<file path="config.mk">
export PLATFORM = sky130hd
export DESIGN_NAME = delay_line_ctrl_flat
export DESIGN_NICKNAME = d
export VERILOG_FILES = /design/src/rtl/delay_line_ctrl_pkg.sv /design/src/rtl/delay_line_ctrl_if.sv /design/src/rtl/delay_line_ctrl.sv /design/src/flat_wrapper.sv
export SDC_FILE = /design/constraint.sdc
export NUM_CORES = 1
export LEC_CHECK = 0
export CORE_MARGIN = 2
export CORE_UTILIZATION = 46
export CTS_BUF_LIST = sky130_fd_sc_hd__clkbuf_4 sky130_fd_sc_hd__clkbuf_8
export DETAILED_ROUTE_END_ITERATION = 12
export GPL_ROUTABILITY_DRIVEN = 0
export PLACE_DENSITY = 0.77
export SYNTH_ARGS = -nofsm -noshare
export SYNTH_HDL_FRONTEND = slang
export SYNTH_SLANG_ARGS = --single-unit
</file>
<file path="constraint.sdc">
create_clock -name clock -period 6.8 [get_ports clock]
set_input_delay 1.7 -clock clock [delete_from_list [all_inputs] [get_ports clock]]
set_output_delay 1.7 -clock clock [all_outputs]
set_load 0.05 [all_outputs]
</file>
<file path="src/rtl/delay_line_ctrl_pkg.sv">
// Shared definitions for the delay-line controller: state encoding,
// buffer depth derivation and the requested-delay clamp.
package delay_line_ctrl_pkg;

  typedef enum logic [1:0] {
    ST_IDLE    = 2'd0,
    ST_CAPTURE = 2'd1,
    ST_OUT     = 2'd2
  } state_t;

  // Number of RAM words addressed by an addr_width-bit address.
  function automatic int depth_of(input int addr_width);
    return 1 << addr_width;
  endfunction

  // The longest usable delay is DEPTH-1: a delay of DEPTH would read the
  // slot that is about to be overwritten by the same sample.
  function automatic int clamp_delay(input int delay, input int addr_width);
    int max_d;
    max_d = depth_of(addr_width) - 1;
    return (delay > max_d) ? max_d : delay;
  endfunction

endpackage

</file>
<file path="src/rtl/delay_line_ctrl_if.sv">
// Sample stream in/out plus one block-RAM port, bundled for the controller.
// The controller connects through the slave view; the surrounding effect
// top level (or a bench) uses the master view.
interface delay_line_ctrl_if #(
  parameter int DATA_WIDTH = 16,
  parameter int ADDR_WIDTH = 6
);

  logic                  in_valid;
  logic                  in_ready;
  logic [DATA_WIDTH-1:0] in_data;

  logic                  out_valid;
  logic                  out_ready;
  logic [DATA_WIDTH-1:0] out_data;

  logic                  bram_en;
  logic                  bram_we;
  logic [ADDR_WIDTH-1:0] bram_addr;
  logic [DATA_WIDTH-1:0] bram_din;
  logic [DATA_WIDTH-1:0] bram_dout;

  modport slave (
    input  in_valid, in_data, out_ready, bram_dout,
    output in_ready, out_valid, out_data, bram_en, bram_we, bram_addr, bram_din
  );

  modport master (
    output in_valid, in_data, out_ready, bram_dout,
    input  in_ready, out_valid, out_data, bram_en, bram_we, bram_addr, bram_din
  );

endinterface

</file>
<file path="src/rtl/delay_line_ctrl.sv">
// Circular audio delay line controller. Each accepted sample reads the
// word `delay` positions back, then writes the new sample at the write
// pointer, then presents the delayed word until the consumer takes it.
module delay_line_ctrl
  import delay_line_ctrl_pkg::*;
#(
  parameter int DATA_WIDTH = 16,
  parameter int ADDR_WIDTH = 6
) (
  input  logic                clock,
  input  logic                reset,
  input  logic                clear,
  input  logic [ADDR_WIDTH:0] delay,
  delay_line_ctrl_if.slave    bus
);

  localparam int                  DEPTH    = depth_of(ADDR_WIDTH);
  localparam logic [ADDR_WIDTH:0] FILL_MAX = (ADDR_WIDTH + 1)'(DEPTH);

  state_t                state;
  logic [ADDR_WIDTH-1:0] wr_ptr;
  logic [ADDR_WIDTH:0]   fill;
  logic [DATA_WIDTH-1:0] s_lat;
  logic [ADDR_WIDTH:0]   d_lat;
  logic                  out_valid_q;
  logic [DATA_WIDTH-1:0] out_data_q;

  logic [ADDR_WIDTH:0]   d_eff;
  logic [ADDR_WIDTH-1:0] rd_addr;
  logic                  accept;

  assign d_eff   = (ADDR_WIDTH + 1)'(clamp_delay(int'(delay), ADDR_WIDTH));
  assign rd_addr = wr_ptr - d_eff[ADDR_WIDTH-1:0];

  // Ready only in IDLE and never while reset or clear is asserted, so a
  // sample presented alongside clear is refused rather than dropped.
  assign bus.in_ready = (state == ST_IDLE) && !reset && !clear;
  assign accept       = bus.in_ready && bus.in_valid;

  assign bus.out_valid = out_valid_q;
  assign bus.out_data  = out_data_q;

  // Sequencer: IDLE issues the read, CAPTURE takes the read data and
  // writes the new sample, OUT holds the result for the consumer.
  always_ff @(posedge clock) begin
    // NOTE: non-blocking assignments keep every register updating from
    // the pre-edge values, independent of statement order.
    if (reset) begin
      state       <= ST_IDLE;
      wr_ptr      <= '0;
      fill        <= '0;
      s_lat       <= '0;
      d_lat       <= '0;
      out_valid_q <= 1'b0;
      out_data_q  <= '0;
    end else if (clear) begin
      // out_data is left as-is; out_valid=0 hides it.
      state       <= ST_IDLE;
      wr_ptr      <= '0;
      fill        <= '0;
      out_valid_q <= 1'b0;
    end else begin
      case (state)
        ST_IDLE: begin
          if (accept) begin
            s_lat <= bus.in_data;
            d_lat <= d_eff;
            state <= ST_CAPTURE;
          end
        end
        ST_CAPTURE: begin
          if (d_lat == '0) begin
            out_data_q <= s_lat;
          end else if (fill < d_lat) begin
            out_data_q <= '0;
          end else begin
            out_data_q <= bus.bram_dout;
          end
          wr_ptr      <= wr_ptr + 1'b1;
          fill        <= (fill == FILL_MAX) ? fill : fill + 1'b1;
          out_valid_q <= 1'b1;
          state       <= ST_OUT;
        end
        ST_OUT: begin
          if (bus.out_ready) begin
            out_valid_q <= 1'b0;
            state       <= ST_IDLE;
          end
        end
        default: state <= ST_IDLE;
      endcase
    end
  end

  // RAM port drive: combinational so the read lands in the acceptance
  // cycle and its registered data is ready in CAPTURE.
  always_comb begin
    // NOTE: defaults first so every path assigns every output (no latches).
    bus.bram_en   = 1'b0;
    bus.bram_we   = 1'b0;
    bus.bram_addr = '0;
    bus.bram_din  = '0;
    if (!reset && !clear) begin
      if (accept) begin
        bus.bram_en   = 1'b1;
        bus.bram_addr = rd_addr;
      end else if (state == ST_CAPTURE) begin
        bus.bram_en   = 1'b1;
        bus.bram_we   = 1'b1;
        bus.bram_addr = wr_ptr;
        bus.bram_din  = s_lat;
      end
    end
  end

endmodule

</file>
<file path="src/flat_wrapper.sv">
// flat-port wrapper written by rule: the top's interface ports become plain ports
module delay_line_ctrl_flat import delay_line_ctrl_pkg::*;
#(
  parameter int DATA_WIDTH = 16,
  parameter int ADDR_WIDTH = 6
)
  (clock, reset, clear, delay, bus_in_valid, bus_in_data, bus_out_ready, bus_bram_dout, bus_in_ready, bus_out_valid, bus_out_data, bus_bram_en, bus_bram_we, bus_bram_addr, bus_bram_din);
  delay_line_ctrl_if #(.DATA_WIDTH(DATA_WIDTH), .ADDR_WIDTH(ADDR_WIDTH)) bus_i ();
  input  logic clock;
  input  logic reset;
  input  logic clear;
  input  logic [ADDR_WIDTH:0] delay;
  input wire logic [$bits(bus_i.in_valid)-1:0] bus_in_valid;
  input wire logic [$bits(bus_i.in_data)-1:0] bus_in_data;
  input wire logic [$bits(bus_i.out_ready)-1:0] bus_out_ready;
  input wire logic [$bits(bus_i.bram_dout)-1:0] bus_bram_dout;
  output wire logic [$bits(bus_i.in_ready)-1:0] bus_in_ready;
  output wire logic [$bits(bus_i.out_valid)-1:0] bus_out_valid;
  output wire logic [$bits(bus_i.out_data)-1:0] bus_out_data;
  output wire logic [$bits(bus_i.bram_en)-1:0] bus_bram_en;
  output wire logic [$bits(bus_i.bram_we)-1:0] bus_bram_we;
  output wire logic [$bits(bus_i.bram_addr)-1:0] bus_bram_addr;
  output wire logic [$bits(bus_i.bram_din)-1:0] bus_bram_din;
  assign bus_i.in_valid = bus_in_valid;
  assign bus_i.in_data = bus_in_data;
  assign bus_i.out_ready = bus_out_ready;
  assign bus_i.bram_dout = bus_bram_dout;
  assign bus_in_ready = bus_i.in_ready;
  assign bus_out_valid = bus_i.out_valid;
  assign bus_out_data = bus_i.out_data;
  assign bus_bram_en = bus_i.bram_en;
  assign bus_bram_we = bus_i.bram_we;
  assign bus_bram_addr = bus_i.bram_addr;
  assign bus_bram_din = bus_i.bram_din;
  delay_line_ctrl #(.DATA_WIDTH(DATA_WIDTH), .ADDR_WIDTH(ADDR_WIDTH)) u_core (.clock(clock), .reset(reset), .clear(clear), .delay(delay), .bus(bus_i));
endmodule
</file>
==> results.tsv, run 1 <==
stage	metric	value	unit
logic_synthesis	Synth Area per Inst	8.85	um2
pwr	PD cells	167	nW/um2
floorplanning	die area	7320	um2
logic_synthesis	Post-Syn Area	3060	um2
timing	Fin. Hold Viols	0	
cts	Post-CTS Resized	0	
logic_synthesis	Post-Syn Nets	405	
setup_path	CP Capture Type	output pin	
logic_synthesis	Unique masters post-synth	48	
global_routing	met2 usage	33.8	%
drt	DRC violations left	0	
logic_synthesis	YS warnings	0	
timing	TNS Setup	0	ps
hold_path	Hold Crit Class	flip-flop to flip-flop	
logic_synthesis	ys flop type	dfxtp_1	
setup_path	most used cell, CP	clkdlybuf4s50_1	
global_routing	met3 Use GR	3.27	%
cts	clock sink count	55	
timing	Tmin final	6360	ps
placed_design	number of port buffers	85	
drt	TritonRoute pass-1 iters	4	
placed_design	DP Wirelength	5630	um
floorplanning	die extent in y	85.6	um
cells_and_area	synthesis-to-finish area growth	30.2	%
pwr	peak supply drop	113	uV
drt	total number of vias	2685	
global_routing	first-pass GRT wire length	12600	um
setup_path	WP data required	5100	ps
cts	Reg clk slew, reported paths	90	ps
cells_and_area	layout cells sized above 1	11.9	%
global_routing	gr ovfl total	0	
timing	Highest Clock Rate	0.157	GHz
drt	DR vias/cell	5.39	
setup_path	Worst Path Max Fanout	7	
logic_synthesis	Synth top area share	36.0	%
cells_and_area	commonest non-fill, non-tap cells in the layout	clkdlybuf4s50_1, dfxtp_1, a21oi_1	
cts	clk_lat worst skew	310	ps
cts	buffers inserted by post-CTS timing repair	0	
logic_synthesis	register area share after synthesis	36.0	%
timing	final setup fails	0	
timing	Tcrit/Tclk final	93.6	%
run	max-capacitance violation count	0	
global_routing	pin count of the biggest net entering global routing	38	
pwr	Total Power	667	uW
drt	drt wl/cell	15.3	um
floorplanning	# rows	29	
setup_path	Crit path largest cell delay	850	ps
logic_synthesis	Synth area leader	dfxtp_1	
setup_path	worst r2r src	u_core.d_lat[1]	
timing	final clock skew	11.1	ps
floorplanning	die span in x	85.6	um
drt	Detailed Route Iter0 Violations	135	
logic_synthesis	Synth Register Bits	55	
setup_path	cell breakdown of the critical path	clkdlybuf4s50_1 > or2_2 > ha_1 > fa_1 > inv_1 > a21o_1 > a21oi_1 > xor2_1 > o21ai_0 > clkdlybuf4s50_1	
floorplanning	io pins	86	
cts	CTS root buf	clkbuf_8	
global_routing	antenna violations before repair	0	
cells_and_area	Total Nets Final	479	
logic_synthesis	synth top area cells	dfxtp_1, a21oi_1, ha_1	
drt	final wirelength	7610	um
global_routing	vias in the first global route	2644	
timing	max-slew violations	0	
pwr	Pleak	1.53	nW
hold_path	Hold Crit Start	u_core.s_lat[13]	
outcome	status	completed	
cells_and_area	diode count	0	
timing	Tightest Pin Transition	1020	ps
cts	clk buf depth	2	
setup_path	Critical-path top delay cell	clkdlybuf4s50_1	
hold_path	Hold Path Stages	2	
cts	CTS Hold Bufs	0	
setup_path	reg2reg end	u_core.bus.out_data[12]	
setup_path	CP Class	input port to output pin	
global_routing	Total GRT Usage	21.5	%
global_routing	met1 GRT Util	30.2	%
logic_synthesis	FFs w/ async S/R, synth	0	%
cts	CTS tree	built	
drt	remaining antenna violation count	0	
cells_and_area	most common cell after layout, fill and taps aside	clkdlybuf4s50_1	
floorplanning	core area	6390	um2
setup_path	R2R Setup Slk	4570	ps
cts	htree depth	2	
timing	RSZ-0062 raised after global routing	no	
setup_path	Worst R2R Path Depth	6	
placed_design	Post-Place Worst Slack	480	ps
setup_path	Critical Path AT	4660	ps
floorplanning	initial core utilization	47.9	%
hold_path	worst hold endpoint	u_core.s_lat[13]	
cts	number of buffers created by CTS	5	
timing	final setup margin	435	ps
setup_path	CP Launch Type	input port	
global_routing	GR peak layer	met2	
logic_synthesis	Post-synth EDFFs	0	
timing	relative slew slack	31.6	%
cells_and_area	Core Util, Final	62.4	%
logic_synthesis	Mapped Cells	346	
## registers in the layout, summed over array words and instances (netlist names)
register / flops
u_core.bus.out_data: 16
u_core.bus.out_valid: 1
u_core.d_lat: 7
u_core.fill: 7
u_core.s_lat: 16
u_core.state: 2
u_core.wr_ptr: 6
## final cells by class
class / instances / area (um2)
clock buffers: 5 / 68.8
clock inverters: 3 / 20.0
fillers: 569 / 2400
inverters: 15 / 56.3
multi-input cells: 255 / 1750
flip-flops and latches: 55 / 1100
well taps: 77 / 96.3
repair buffers: 88 / 888
## how the worst max path moves through the flow
stage,startpoint,end,cells past startpoint
detailed placement,delay[6],bus_bram_addr[4],10
floorplan,delay[6],bus_bram_addr[4],8
CTS,delay[6],bus_bram_addr[4],10
global route,delay[6],bus_bram_addr[4],10
finish,delay[6],bus_bram_addr[4],10
global placement,delay[6],bus_bram_addr[4],10
## cells by family (layout without fill, tap and decap cells)
logic type               count (synthesis)  count (layout)  synth area share (%)
AO/OA/AOI/OAI                           92              92                  20.6
AND/OR/NAND/NOR                        133             133                  26.0
buffers and inverters                   36             111                  6.74
XOR/XNOR                                14              14                  4.00
flip-flops                              55              55                  36.0
multiplexers                             1               1                 0.327
adder cells (fa/ha/maj)                 15              15                  6.38
## layer usage
metal  share of wire [%]  vias to the layer above  routed length [um]
met5                   0                        -                   0
met1                  46                     1269                3520
met3                 5.2                        5                 394
met2                  48                       67                3630
met4                 1.0                        0                  76
li1                    -                     1344                   -
## cell usage after synthesis, types with 3 or more instances
master     n
dfxtp_1   55
a21oi_1   45
nand2_1   43
nor2_1    25
and2_1    18
ha_1      14
inv_1     14
nand3b_1   9
a21oi_2    8
clkbuf_1   8
o21ai_0    8
o22ai_1    8
o22ai_2    8
xor2_1     8
nand3b_4   7
buf_4      6
xnor2_1    6
nand3_1    5
a211oi_2   4
buf_6      4
nand2b_1   4
nor3_1     4
a21o_1     3
nor2b_1    3
## critical path, delay by kind of cell
kind / cells / cell delay [ps]
adder cells (fa/ha/maj): 2 / 640
buffers and inverters: 3 / 1440
XOR/XNOR: 1 / 140
AO/OA/AOI/OAI: 3 / 360
AND/OR/NAND/NOR: 1 / 370
## through the flow
| stage | hold slack, ps | cells | cell area, um2 |
|---|---|---|---|
| finish | 469 | 498 | 3990 |
| detailed placement | 460 | 490 | 3900 |
| CTS | 474 | 498 | 3990 |
| global placement | 458 | 490 | 3900 |
| floorplan | 444 | 346 | 3060 |
| global route | 506 | 498 | 3990 |
## power by group
part	leakage [nW]	internal [mW]	switching [mW]
logic	1.05	0.0596	0.0878
registers	0.446	0.333	0.00858
clock network	0.0402	0.0719	0.106
total	1.53	0.465	0.203
No activity file was read; power rests on OpenSTA's default activity.
==> run 2: changes to the inputs <==
CORE_ASPECT_RATIO = 1.25   (was unset)
==> results.tsv, run 2 (synthesis results as in run 1) <==
stage	metric	value	unit	change
outcome	status	completed		
timing	final setup margin	855	ps	+420 ps
hold_path	Hold Crit Class	flip-flop to flip-flop		
setup_path	Critical Path AT	4240	ps	-420 ps
cts	CTS root buf	clkbuf_8		
drt	drt wl/cell	14.5	um	-5.3%
setup_path	CP Launch Type	input port		
cts	CTS tree	built		
floorplanning	core area	6480	um2	+1.5%
cells_and_area	multi-input combinational cell area	1750	um2	unchanged
timing	Tcrit/Tclk final	87.4	%	-6.2 points
cts	clk_lat worst skew	310	ps	about the same
cells_and_area	synthesis-to-finish area growth	29.9	%	
cells_and_area	Total Nets Final	477		-0.42%
placed_design	Post-Place Worst Slack	862	ps	+381 ps
global_routing	vias in the first global route	2577		-2.5%
cts	clk buf depth	2		unchanged
cts	CTS Hold Bufs	0		unchanged
hold_path	worst hold endpoint	u_core.s_lat[15]		
timing	RSZ-0062 raised after global routing	no		
cts	htree depth	2		unchanged
drt	TritonRoute pass-1 iters	5		+1
floorplanning	die extent in y	95.2	um	+11%
setup_path	R2R Setup Slk	4470	ps	-100 ps
cells_and_area	diode count	0		unchanged
global_routing	first-pass GRT wire length	12000	um	-5.5%
global_routing	gr ovfl total	0		unchanged
pwr	Total Power	669	uW	+0.21%
setup_path	cell breakdown of the critical path	clkdlybuf4s50_1 > or2_4 > nor3_4 > nand2_2 > inv_2 > and3_1 > mux2i_1 > buf_12		
global_routing	pin count of the biggest net entering global routing	38		unchanged
timing	Tightest Pin Transition	1010	ps	-14.2 ps
floorplanning	# rows	33		+14%
cells_and_area	most common cell after layout, fill and taps aside	clkdlybuf4s50_1		
cts	Post-CTS Resized	0		unchanged
cells_and_area	Filler Cells Inserted	588		+3.3%
hold_path	Hold Path Stages	2		unchanged
setup_path	Crit path largest cell delay	530	ps	-320 ps
setup_path	Worst Path Max Fanout	32		+25
setup_path	Worst R2R Path Depth	4		-2
timing	Fin. Hold Viols	0		unchanged
cts	Reg clk slew, reported paths	90	ps	about the same
run	max-capacitance violation count	0		unchanged
cells_and_area	sequential cell area	1100	um2	unchanged
timing	Tmin final	5940	ps	-420 ps
pwr	peak supply drop	118	uV	+4.5%
setup_path	reg2reg end	u_core.bus.out_data[5]		
placed_design	DP Wirelength	5390	um	-4.2%
global_routing	antenna violations before repair	0		unchanged
setup_path	CP Class	input port to output pin		
drt	DRC violations left	0		unchanged
floorplanning	io pins	86		unchanged
setup_path	CP Capture Type	output pin		
floorplanning	die span in x	77.0	um	-10%
hold_path	Hold Crit Start	u_core.s_lat[15]		
timing	relative slew slack	32.5	%	+0.95 points
timing	Highest Clock Rate	0.168	GHz	+7.1%
pwr	Pleak	1.53	nW	-0.14%
setup_path	WP data required	5100	ps	about the same
cts	number of buffers created by CTS	5		unchanged
drt	DR vias/cell	5.23		-3.1%
floorplanning	die area	7330	um2	about the same
setup_path	cell family contributing the most delay on the critical path	buffers and inverters		
drt	final wirelength	7330	um	-3.8%
pwr	PD cells	168	nW/um2	+0.40%
floorplanning	initial core utilization	47.2	%	-0.71 points
timing	max-slew violations	0		unchanged
cts	clock sink count	55		unchanged
setup_path	worst path bufs/invs	3		unchanged
setup_path	Critical-path top delay cell	inv_2		
timing	final clock skew	7.06	ps	-4.09 ps
timing	final setup fails	0		unchanged
drt	remaining antenna violation count	0		unchanged
cts	buffers inserted by post-CTS timing repair	0		unchanged
cells_and_area	commonest non-fill, non-tap cells in the layout	clkdlybuf4s50_1, dfxtp_1, a21oi_1		
timing	TNS Setup	0	ps	unchanged
cells_and_area	layout cells sized above 1	11.9	%	+0.057 points
drt	total number of vias	2644		-1.5%
global_routing	Total GRT Usage	20.1	%	-1.3 points
drt	Detailed Route Iter0 Violations	103		-24%
placed_design	number of port buffers	85		unchanged
setup_path	worst r2r src	u_core.state[0]		
## run 2: how the worst max path moves through the flow
stage / startpoint / end / slack [ps] / depth (start not counted)
floorplan: delay[6] / bus_bram_addr[4] / 1060 / 8
global placement: reset / bus_bram_addr[5] / 910 / 8
detailed placement: reset / bus_bram_addr[5] / 860 / 8
CTS: reset / bus_bram_addr[5] / 840 / 8
global route: reset / bus_bram_addr[5] / 670 / 8
finish: reset / bus_bram_addr[5] / 860 / 8
## run 2: stage by stage
| stage | hold WS [ps] | area (um2) | cells | util, % |
|---|---|---|---|---|
| after CTS | 476 | 3980 | 506 | 61.4 |
| after floorplan | 444 | 3060 | 346 | - |
| after global routing | 504 | 3980 | 506 | 61.4 |
| final | 474 | 3980 | 506 | 61.4 |
| after global placement | 459 | 3890 | 498 | 60.0 |
| after detailed placement | 462 | 3890 | 498 | 60.0 |
## run 2: layout make-up
type                    instances  share of cell area [%]
multi-input cells             255                    44.1
flip-flops and latches         55                    27.7
repair buffers                 86                    21.8
well taps                      87                    2.74
clock buffers                   6                    1.92
inverters                      15                    1.42
clock inverters                 2                   0.315
## run 2: tightest hold or removal path, delay by kind of cell, from the launching register on
family	cells	cell delay (ps)
compound gates	1	50
flops	1	330
simple gates	1	50
## run 2: per-layer routing
metal	routed length [um]	GRT usage, %	part of all wire [%]
met5	0	0	0
met4	59	6.10	0.81
met3	398	3.60	5.4
met2	3740	37.1	51
met1	3130	23.9	43
## run 2: where the power goes
| part | total, mW | switching (mW) | leakage [nW] | internal [mW] |
|---|---|---|---|---|
| combinational | 0.146 | 0.0865 | 1.04 | 0.0590 |
| sequential | 0.342 | 0.00842 | 0.446 | 0.333 |
| clock | 0.182 | 0.105 | 0.0446 | 0.0763 |
| total | 0.669 | 0.200 | 1.53 | 0.469 |
